$ cat src/rtl/ram_16384x39_arb2.sv
// Round-robin two-port arbiter and sequencer for a single-port 16384x39 SRAM macro, 1-cycle read latency.
// Optional post-reset array clear under `RAM_MEM_CLEAR_EN; requesters hold REQ/payload until GNT.
module ram_16384x39_arb2 #(
  parameter int AW    = 14,
  parameter int DW    = 39,
  parameter int DEPTH = 16384
) (
  input  logic          CLK,
  input  logic          RST,
  input  logic          A_REQ,
  input  logic          A_WE,
  input  logic [AW-1:0] A_ADR,
  input  logic [DW-1:0] A_D,
  output logic          A_GNT,
  output logic          A_RVLD,
  output logic [DW-1:0] A_Q,
  input  logic          B_REQ,
  input  logic          B_WE,
  input  logic [AW-1:0] B_ADR,
  input  logic [DW-1:0] B_D,
  output logic          B_GNT,
  output logic          B_RVLD,
  output logic [DW-1:0] B_Q,
  output logic [AW-1:0] RAM_ADR,
  output logic [DW-1:0] RAM_D,
  output logic          RAM_WE,
  input  logic [DW-1:0] RAM_Q,
  output logic          BUSY
);

  if (DEPTH != (1 << AW)) begin : g_depth_chk
    $error("DEPTH must equal 2**AW");
  end

  logic          r_ptr;
  logic          r_a_rvld;
  logic          r_b_rvld;
  logic [AW-1:0] r_adr;
  logic [DW-1:0] r_d;

  logic          w_busy;
  logic          w_clr_we;
  logic [AW-1:0] w_clr_adr;
  logic          w_ok;
  logic          w_a_gnt;
  logic          w_b_gnt;
  logic [AW-1:0] w_ram_adr;
  logic [DW-1:0] w_ram_d;
  logic          w_ram_we;

`ifdef RAM_MEM_CLEAR_EN
  typedef enum logic {S_CLEAR, S_RUN} state_t;
  state_t        r_state;
  state_t        w_state_nxt;
  logic [AW-1:0] r_cnt;

  always_ff @(posedge CLK) begin
    if (RST) begin
      r_state <= S_CLEAR;
      r_cnt   <= '0;
    end else begin
      r_state <= w_state_nxt;
      if (r_state == S_CLEAR) r_cnt <= r_cnt + 1'b1;
    end
  end

  always_comb begin
    w_state_nxt = r_state;
    if (r_state == S_CLEAR && r_cnt == AW'(DEPTH - 1)) w_state_nxt = S_RUN;
  end

  // Clear writes are suppressed while RST is high so the macro sees no WE during reset.
  always_comb begin
    w_busy    = (r_state == S_CLEAR);
    w_clr_we  = (r_state == S_CLEAR) & ~RST;
    w_clr_adr = r_cnt;
  end
`else
  assign w_busy    = 1'b0;
  assign w_clr_we  = 1'b0;
  assign w_clr_adr = '0;
`endif

  assign w_ok    = ~RST & ~w_busy;
  assign w_a_gnt = w_ok & A_REQ & (~B_REQ | ~r_ptr);
  assign w_b_gnt = w_ok & B_REQ & (~A_REQ |  r_ptr);

  // Idle cycles replay the shadowed address/data so the macro inputs stay quiet.
  always_comb begin
    w_ram_adr = r_adr;
    w_ram_d   = r_d;
    w_ram_we  = 1'b0;
    if (w_clr_we) begin
      w_ram_adr = w_clr_adr;
      w_ram_d   = '0;
      w_ram_we  = 1'b1;
    end else if (w_a_gnt) begin
      w_ram_adr = A_ADR;
      w_ram_d   = A_D;
      w_ram_we  = A_WE;
    end else if (w_b_gnt) begin
      w_ram_adr = B_ADR;
      w_ram_d   = B_D;
      w_ram_we  = B_WE;
    end
  end

  always_ff @(posedge CLK) begin
    r_adr <= w_ram_adr;
    r_d   <= w_ram_d;
    if (RST) begin
      r_ptr    <= 1'b0;
      r_a_rvld <= 1'b0;
      r_b_rvld <= 1'b0;
    end else begin
      if (w_a_gnt)      r_ptr <= 1'b1;
      else if (w_b_gnt) r_ptr <= 1'b0;
      r_a_rvld <= w_a_gnt & ~A_WE;
      r_b_rvld <= w_b_gnt & ~B_WE;
    end
  end

  assign A_GNT   = w_a_gnt;
  assign B_GNT   = w_b_gnt;
  assign A_RVLD  = r_a_rvld;
  assign B_RVLD  = r_b_rvld;
  assign A_Q     = RAM_Q;
  assign B_Q     = RAM_Q;
  assign RAM_ADR = w_ram_adr;
  assign RAM_D   = w_ram_d;
  assign RAM_WE  = w_ram_we;
  assign BUSY    = w_busy;

endmodule

$ cat config.mk
export PLATFORM = sky130hd
export DESIGN_NAME = ram_16384x39_arb2
export DESIGN_NICKNAME = d
export VERILOG_FILES = /design/src/rtl/ram_16384x39_arb2.sv
export SDC_FILE = /design/constraint.sdc
export NUM_CORES = 1
export LEC_CHECK = 0
export BUFFER_PORTS_ARGS = -buffer_cell sky130_fd_sc_hd__buf_2
export CELL_PAD_IN_SITES_DETAIL_PLACEMENT = 2
export CELL_PAD_IN_SITES_GLOBAL_PLACEMENT = 2
export CORE_UTILIZATION = 22
export DETAILED_ROUTE_END_ITERATION = 8
export GPL_ROUTABILITY_DRIVEN = 1
export GPL_TIMING_DRIVEN = 0
export PLACE_DENSITY_LB_ADDON = 0.1
export SLEW_MARGIN = 20
export SYNTH_ARGS = -nofsm -noshare
export SYNTH_HDL_FRONTEND = slang
export SYNTH_SLANG_ARGS = --single-unit
$ cat constraint.sdc
create_clock -name CLK -period 1.7 [get_ports CLK]
set_input_delay 0.34 -clock CLK [delete_from_list [all_inputs] [get_ports CLK]]
set_output_delay 0.34 -clock CLK [all_outputs]
set_load 0.02 [all_outputs]
# Word level (Yosys, flattened, before mapping)
# Cells that the tools add are included.
dict set report totals {
  input_bits 151
  elab_cells 28
  ff_bits 56
}
dict set report op_classes {
  bitwise 14
  n_reduce_logical 1
  muxes 8
}
# operator n
set op_table {}
lappend op_table {{39-bit 2-to-1 mux} 2}
lappend op_table {{14-bit 2-to-1 mux} 2}
lappend op_table {{1-bit bitwise AND} 6}
lappend op_table {{1-bit inverter} 6}
lappend op_table {{1-bit 2-to-1 mux} 4}
lappend op_table {{1-bit OR} 2}
lappend op_table {{2-bit nonzero test} 1}

# Depth between registers and ports, before layout
# Gate-level depths: netlist (run 1).
dict set report logic_depth {
  word_depth 5
  mapped_depth 6
}

# Worst setup path before layout (run 1)
# No wires, ideal clock.
dict set report synth_path {
  path_kind {input port to output port}
  start {input port RST}
  end {output port RAM_WE}
  slack_ns -0.025
  arrival_ns 1.385
  required_time_ns 1.360
  n_path_buf 3
  stages 6
  path_cell_list {buf_6 > nand2b_4 > buf_6 > buf_6 > a21oi_2 > a22o_1}
}
dict set report synth_between {
  elab_chain_len 5
}
# item line_no
set synth_rtl {}
lappend synth_rtl {{start: declaration} 9} ;# input logic RST,
lappend synth_rtl {{1-bit inverter} 84} ;# assign w_ok = ~RST & ~w_busy;
lappend synth_rtl {{1-bit bitwise AND (2 in a row)} 86} ;# assign w_b_gnt = w_ok & B_REQ & (~A_REQ | r_ptr);
lappend synth_rtl {{via B_GNT} 21} ;# output logic B_GNT,
lappend synth_rtl {{1-bit 2-to-1 mux} 101} ;# end else if (w_b_gnt) begin
lappend synth_rtl {{1-bit 2-to-1 mux} 97} ;# end else if (w_a_gnt) begin
lappend synth_rtl {{end: declaration} 26} ;# output logic RAM_WE,
# The timed path passes the listed nets, and every way through them passes these cells.

# Worst setup path in the final report (run 1)
dict set report layout_path {
  start {register r_ptr}
  end {output port RAM_D[31]}
}
dict set report layout_between {
  elab_chain_len 4
}
# item line_no
set layout_rtl {}
lappend layout_rtl {{start: declaration} 35} ;# logic r_ptr;
lappend layout_rtl {{start signal: assignment} 112} ;# r_ptr <= 1'b0;
lappend layout_rtl {{start signal: assignment} 116} ;# if (w_a_gnt) r_ptr <= 1'b1;
lappend layout_rtl {{start signal: assignment} 117} ;# else if (w_b_gnt) r_ptr <= 1'b0;
lappend layout_rtl {{1-bit OR / 1-bit inverter (equally long branches)} {86, 85}}
lappend layout_rtl {{1-bit bitwise AND / 1-bit OR (equally long branches)} {86, 85}}
lappend layout_rtl {{39-bit 2-to-1 mux / 1-bit bitwise AND (equally long branches)} {101, 85}}
lappend layout_rtl {{39-bit 2-to-1 mux (*)} 97}
lappend layout_rtl {{end: declaration} 25} ;# output logic [DW-1:0] RAM_D,
# Mark *: on every way between the ends. The rest lies on a longest branch, timed or not.

==> results_dict.tcl, run 1 <==
set metrics [dict create \
    syn_to_final_growth_pct 54.07 \
    die_x_um 135.5 \
    synth_cells 400 \
    fill_cells 1978 \
    dpl-instance-area_mm2 0.005440 \
    period_minus_slack_ns 1.958 \
    synth_area_leaders "dfxtp_1 29%, buf_4 15%, o221a_1 15%" \
    netlist.area_leader.share_pct 28.60 \
    cts_tree "done" \
    wl_per_cell_um 18.47 \
    die-area_mm2 0.01836 \
    cts_buffer_depth 2 \
    track_usage_pct 17.17 \
    ys_async_sr_fraction_pct 0 \
    rsz0062_at_grt "yes" \
    grt_pass1_wl_um 24560 \
    hold_path_class "input port to flop" \
    io-pin-count 288 \
    maxCapViolCount 0 \
    ys.flop_type "dfxtp_1" \
    drtAntennaViolNets 0 \
    cp-end-kind "output pin" \
    grt_max_degree 18 \
    cp.required_ns 1.36 \
    gr-total-overflow 0 \
    worst_slack_ns -0.2581 \
    die_y_um 135.5 \
    cts.sinks 56 \
    failed_checks "negative setup slack" \
    syn_avg_cell_area_um2 9.800 \
    dp_hpwl_um 12280 \
    grt_pass1_vias 4653 \
    multiInputGateArea_mm2 0.002108 \
    path_clk_slew_ns 0.08 \
    worst_ep_arrival_time_ns 1.62 \
    clk_latency_ns 0.30 \
    status "finished with violations" \
    dp_cells 871 \
    route.vias.total 4234 \
    synth.yosys.warnings 0 \
    instances_no_fill 885 \
    syn_nets 551 \
    globalplace.congestion 0.7482 \
    hold_viol 0 \
    cp_max_fo 10 \
    maxSlewViolCount 0 \
    portBuffers 246 \
    synth_area_mm2 0.003920 \
    fin_crit_sh_pct 115.2 \
    synth_common_cells "79 x buf_4, 56 x dfxtp_1, 53 x nand2b_1, 53 x o22a_1, 53 x o31a_1" \
    start_util_pct 22.59 \
    hold_buffers 0 \
    slew_headroom_pct 62.99 \
    routed_via_density 4.784 \
    htree_levels 2 \
    fp.coreArea_mm2 0.01736 \
    cts_buffers 5 \
    setup_viol 55 \
    drive_gt1_share_pct 60.09 \
    synth_most_common_cell "buf_4" \
    drcViolationCount 0 \
    max_freq_mhz 510.7 \
    clock-root-buffer "clkbuf_16" \
    synth_largest_area_cell "dfxtp_1" \
    ir_worst_vdd_uv 406.8 \
    critical_path_class "flop to output pin" \
    seq_area_frac_synth_pct 28.60 \
    ys_ff_latch 56 \
    powerDensity_mw_per_mm2 827.2 \
    drt-total-wl_um 16340 \
    fin_nets 809 \
    netlist-cell-type-count 21 \
    antenna_found_initial 0 \
    worst_clock_skew_ns 0.005885 \
    start_kind "flop" \
    regArea_mm2 0.001125 \
    core.rowCount 48 \
    synth-edff-count 0 \
    dr.pass1.iters 4 \
    fin_area_mm2 0.006040 \
    drt_iter0_drc 89 \
    leakagePower_nw 2.741 \
    worst_pin_slew_ns 0.5551 \
]
-- sequential cells by signal (all words and copies together) (netlist names) --
| signal | flops |
|---|---|
| A_RVLD | 1 |
| B_RVLD | 1 |
| r_adr | 14 |
| r_d | 39 |
| r_ptr | 1 |
-- what timing repair did --
action,4_1_cts,5_1_grt
resized for setup,63,56
buffers inserted,3,1
gates cloned,1,0
setup endpoints to repair,55,55
-- path summary, 6_finish.rpt --
kind | start | endpoint | slack (ns) | cells past startpoint
worst min register to register | r_ptr | r_ptr | 0.61 | 2
worst max register to register | r_ptr | r_adr[12] | 0.44 | 5
worst max-delay path | r_ptr | RAM_D[31] | -0.26 | 6
worst min-delay path | B_WE | B_RVLD | 0.20 | 2
-- final cells by class --
cell class	count	area share, %
diodes	1	0.04143
plain buffers	120	14.96
clock buffers	5	2.072
clock inverters	3	0.3108
inverters	2	0.1243
multi-input cells	223	34.91
flip-flops and latches	56	18.62
well taps	225	4.661
repair buffers	250	24.30
-- through the flow --
| stage | hold slack (ns) | utilization, % | setup WS (ns) | TNS (ns) | power (mW) |
|---|---|---|---|---|---|
| 2_1_floorplan | 0.4116 | - | 0.04702 | 0 | 2.968 |
| 3_3_place_gp | 0.5153 | 31.34 | -0.4673 | -21.24 | 3.570 |
| 3_5_place_dp | 0.5202 | 31.34 | -0.4768 | -21.26 | 3.634 |
| 4_1_cts | 0.1831 | 33.57 | -0.3504 | -15.29 | 4.932 |
| 5_1_grt | 0.2042 | 34.78 | -0.3369 | -15.66 | 5.287 |
| 6_report | 0.2004 | 34.80 | -0.2581 | -11.62 | 4.996 |
-- worst max-delay path: stages (launching register included) --
cell and delay (ns):
dfxtp_4 0.39, nand2_8 0.07, nand3b_1 0.10, buf_6 0.18
buf_6 0.17, o221a_1 0.23, buf_2 0.18
-- cells by family after synthesis --
| logic type | count (synthesis) | synth area share, % |
|---|---|---|
| buf+inv | 122 | 22.12 |
| compound gates | 162 | 39.55 |
| simple gates | 59 | 9.640 |
| other cells | 1 | 0.09566 |
| flops | 56 | 28.60 |
-- report_power, final --
| part | switching, mW | total [mW] | leakage, nW | internal [mW] |
|---|---|---|---|---|
| clock network | 0.543 | 1.09 | 0.0736 | 0.547 |
| registers | 0.104 | 1.63 | 0.472 | 1.53 |
| logic | 1.10 | 2.27 | 2.20 | 1.17 |
| total | 1.75 | 5.00 | 2.74 | 3.24 |
-- layer usage --
| metal | global-route usage, % | wire length [µm] | vias to the layer above |
|---|---|---|---|
| li1 | - | - | 1987 |
| met1 | 18.84 | 6535 | 2082 |
| met2 | 33.19 | 8694 | 153 |
| met3 | 3.928 | 961 | 12 |
| met4 | 3.496 | 152 | 0 |
| met5 | 0 | 0 | - |
-- cells in the final DEF (no fill, tap or decap), drive strengths merged --
master,n
conb,1
nor2b,1
o31a,53
inv,2
nor2,2
nand3b,1
buf,352
diode,1
nand2b,54
nand2,2
a211oi,1
a22o,1
clkbuf,23
a21oi,1
clkinv,3
o221a,53
dfxtp,56
o22a,53
Note: power is estimated with default switching activity, not from simulation.
==> run 2, diff against run 1 <==
--- a/config.mk
+++ b/config.mk
@@ -11,7 +11,6 @@
 export CORE_UTILIZATION = 22
 export DETAILED_ROUTE_END_ITERATION = 8
 export GPL_ROUTABILITY_DRIVEN = 1
-export GPL_TIMING_DRIVEN = 0
 export PLACE_DENSITY_LB_ADDON = 0.1
 export SLEW_MARGIN = 20
 export SYNTH_ARGS = -nofsm -noshare
==> run 2 against run 1 <==
Effect of this change: critical path depth did not move; largest power group unchanged; highest routed layer unchanged; sequential cell count unchanged; first-iteration DRC count increased by 11%; utilization is 3.0 points lower; the flow still finishes with violations (negative setup slack); cell area down 8.6%; register-to-register slack got worse by 0.21 ns; clock skew down 0.0017 ns; cell count is 17% lower; worst hold slack better by 0.010 ns; total power decreased by 0.44%.
==> results_dict.tcl, run 2 (synthesis results as in run 1) <==
set metrics [dict create \
    cp_cell_sequence "nand2_4 > nand3b_1 > buf_6 > clkbuf_16 > o221a_1 > buf_6" \
    clock-root-buffer "clkbuf_16" \
    cp_max_fo 7 \
    start_kind "flop" \
    fp.coreArea_mm2 0.01736 \
    hold_viol 0 \
    drt_iter0_drc 99 \
    r2r_start "r_ptr" \
    track_usage_pct 16.11 \
    drtAntennaViolNets 0 \
    die_y_um 135.5 \
    grt_pass1_vias 4098 \
    cts_tree "done" \
    cts_buffer_depth 2 \
    holdWs_ns 0.2104 \
    syn_to_final_growth_pct 40.89 \
    rr_worst_depth 7 \
    cp_slowest_cell "dfxtp_2" \
    r2r_end "r_d[17]" \
    die-area_mm2 0.01836 \
    gr-total-overflow 0 \
    top_register "r_d" \
    instances_no_fill 734 \
    drive_gt1_share_pct 51.08 \
    clk_latency_ns 0.30 \
    fin_crit_sh_pct 113.1 \
    crit_buf_inv 3 \
    crit_top_cell "buf_6" \
    crit_family "buffers and inverters" \
    final_cell_mix "117 x buf_2, 55 x dfxtp_1, 53 x o22a_1, 53 x nand2b_1, 53 x o31a_1" \
    antenna_found_initial 2 \
    ir_worst_vdd_uv 373.9 \
    cp-end-kind "output pin" \
    wl_per_cell_um 20.60 \
    worst_ep_arrival_time_ns 1.58 \
    htree_levels 2 \
    grt_pass1_wl_um 22690 \
    core.rowCount 48 \
    start_util_pct 22.59 \
    whs_path_depth 2 \
    worst_clock_skew_ns 0.004179 \
    failed_checks "negative setup slack" \
    setup_viol 54 \
    leakagePower_nw 2.265 \
    largest_register_ffs 39 \
    hold_path_class "input port to flop" \
    drt-total-wl_um 15120 \
    worst_slack_ns -0.2226 \
    dp_cells 705 \
    final_common_cell "buf_2" \
    die_x_um 135.5 \
    cts.sinks 56 \
    fin_nets 658 \
    path_clk_slew_ns 0.07 \
    dpl_worst_slack_ns -0.1638 \
    max_freq_mhz 520.1 \
    maxCapViolCount 0 \
    cp.required_ns 1.36 \
    drcViolationCount 0 \
    dp_hpwl_um 10320 \
    routed_via_density 4.911 \
    period_minus_slack_ns 1.923 \
    dr.pass1.iters 6 \
    max_stage_delay_ns 0.34 \
    rsz0062_at_grt "yes" \
    powerDensity_mw_per_mm2 900.6 \
    io-pin-count 288 \
    maxSlewViolCount 0 \
    grt_max_degree 29 \
    portBuffers 169 \
    cts_buffers 5 \
    globalplace.congestion 0.7021 \
    route.vias.total 3605 \
    status "finished with violations" \
    reg_top3 "r_d (39), r_adr (14)" \
    ff2ff_setup_slack_ns 0.23 \
    min_from "A_WE" \
    p_total_mw 4.974 \
    hold_end "A_RVLD" \
    critical_path_class "flop to output pin" \
]
## run 2: changes by cell type in the layout (fill, tap and decap cells not counted), sizes merged
| cell | delta |
|---|---|
| clkbuf | -14 |
| diode | +1 |
| buf | -134 |
| nand2 | -1 |
| clkinv | -3 |
## run 2: through the flow
step | instance area [µm²] | utilization [%] | TNS [ns]
finish | 5523 | 31.82 | -11.08
global route | 5518 | 31.79 | -14.74
CTS | 5243 | 30.20 | -12.09
detailed placement | 4568 | 26.32 | -5.879
global placement | 4568 | 26.32 | -4.461
floorplan | 3928 | - | 0
## run 2: where the power goes
group          internal [mW]  switching (mW)
logic                   1.21           0.977
clock network          0.622           0.530
registers               1.53           0.102
## run 2: worst register-to-register path: cells and delay by family, from the launching register on
kind | cells | cell delay, ns
buf+inv | 4 | 0.57
flops | 1 | 0.34
compound gates | 1 | 0.28
simple gates | 2 | 0.17
## run 2: per-layer routing
layer / part of all wire [%] / routed length [µm] / track usage, % / vias up
li1: - / - / - / 1687
met1: 43 / 6455 / 18.89 / 1787
met2: 50 / 7498 / 28.23 / 120
met3: 7.1 / 1074 / 5.724 / 11
met4: 0.62 / 94 / 2.934 / 0
met5: 0 / 0 / 0 / -
## run 2: worst max path at each step
stage          start         to  slack, ns  cells past startpoint
3_5_place_dp   B_REQ   RAM_D[3]      -0.16                      5
3_3_place_gp   B_REQ  RAM_D[15]      -0.12                      5
6_report       r_ptr  RAM_D[21]      -0.22                      6
5_1_grt        r_ptr  RAM_D[21]      -0.30                      6
2_1_floorplan    RST  RAM_D[29]       0.05                      6
4_1_cts        r_ptr  RAM_D[15]      -0.24                      6
## run 2: final cells by class
class	instances	area, µm²
fillers	1884	11830
well taps	225	281.5
inverters	2	10.01
repair buffers	220	1784
multi-input cells	222	2167
flip-flops and latches	56	1122
clock buffers	7	152.6
diodes	2	5.005
## run 2: repair_timing
action	in CTS	in global routing
endpoints found under the setup margin	55	55
cloned	2	2
pin swaps	8	8
buffers inserted	14	2
hold buffers	0	0
resized for setup	93	44
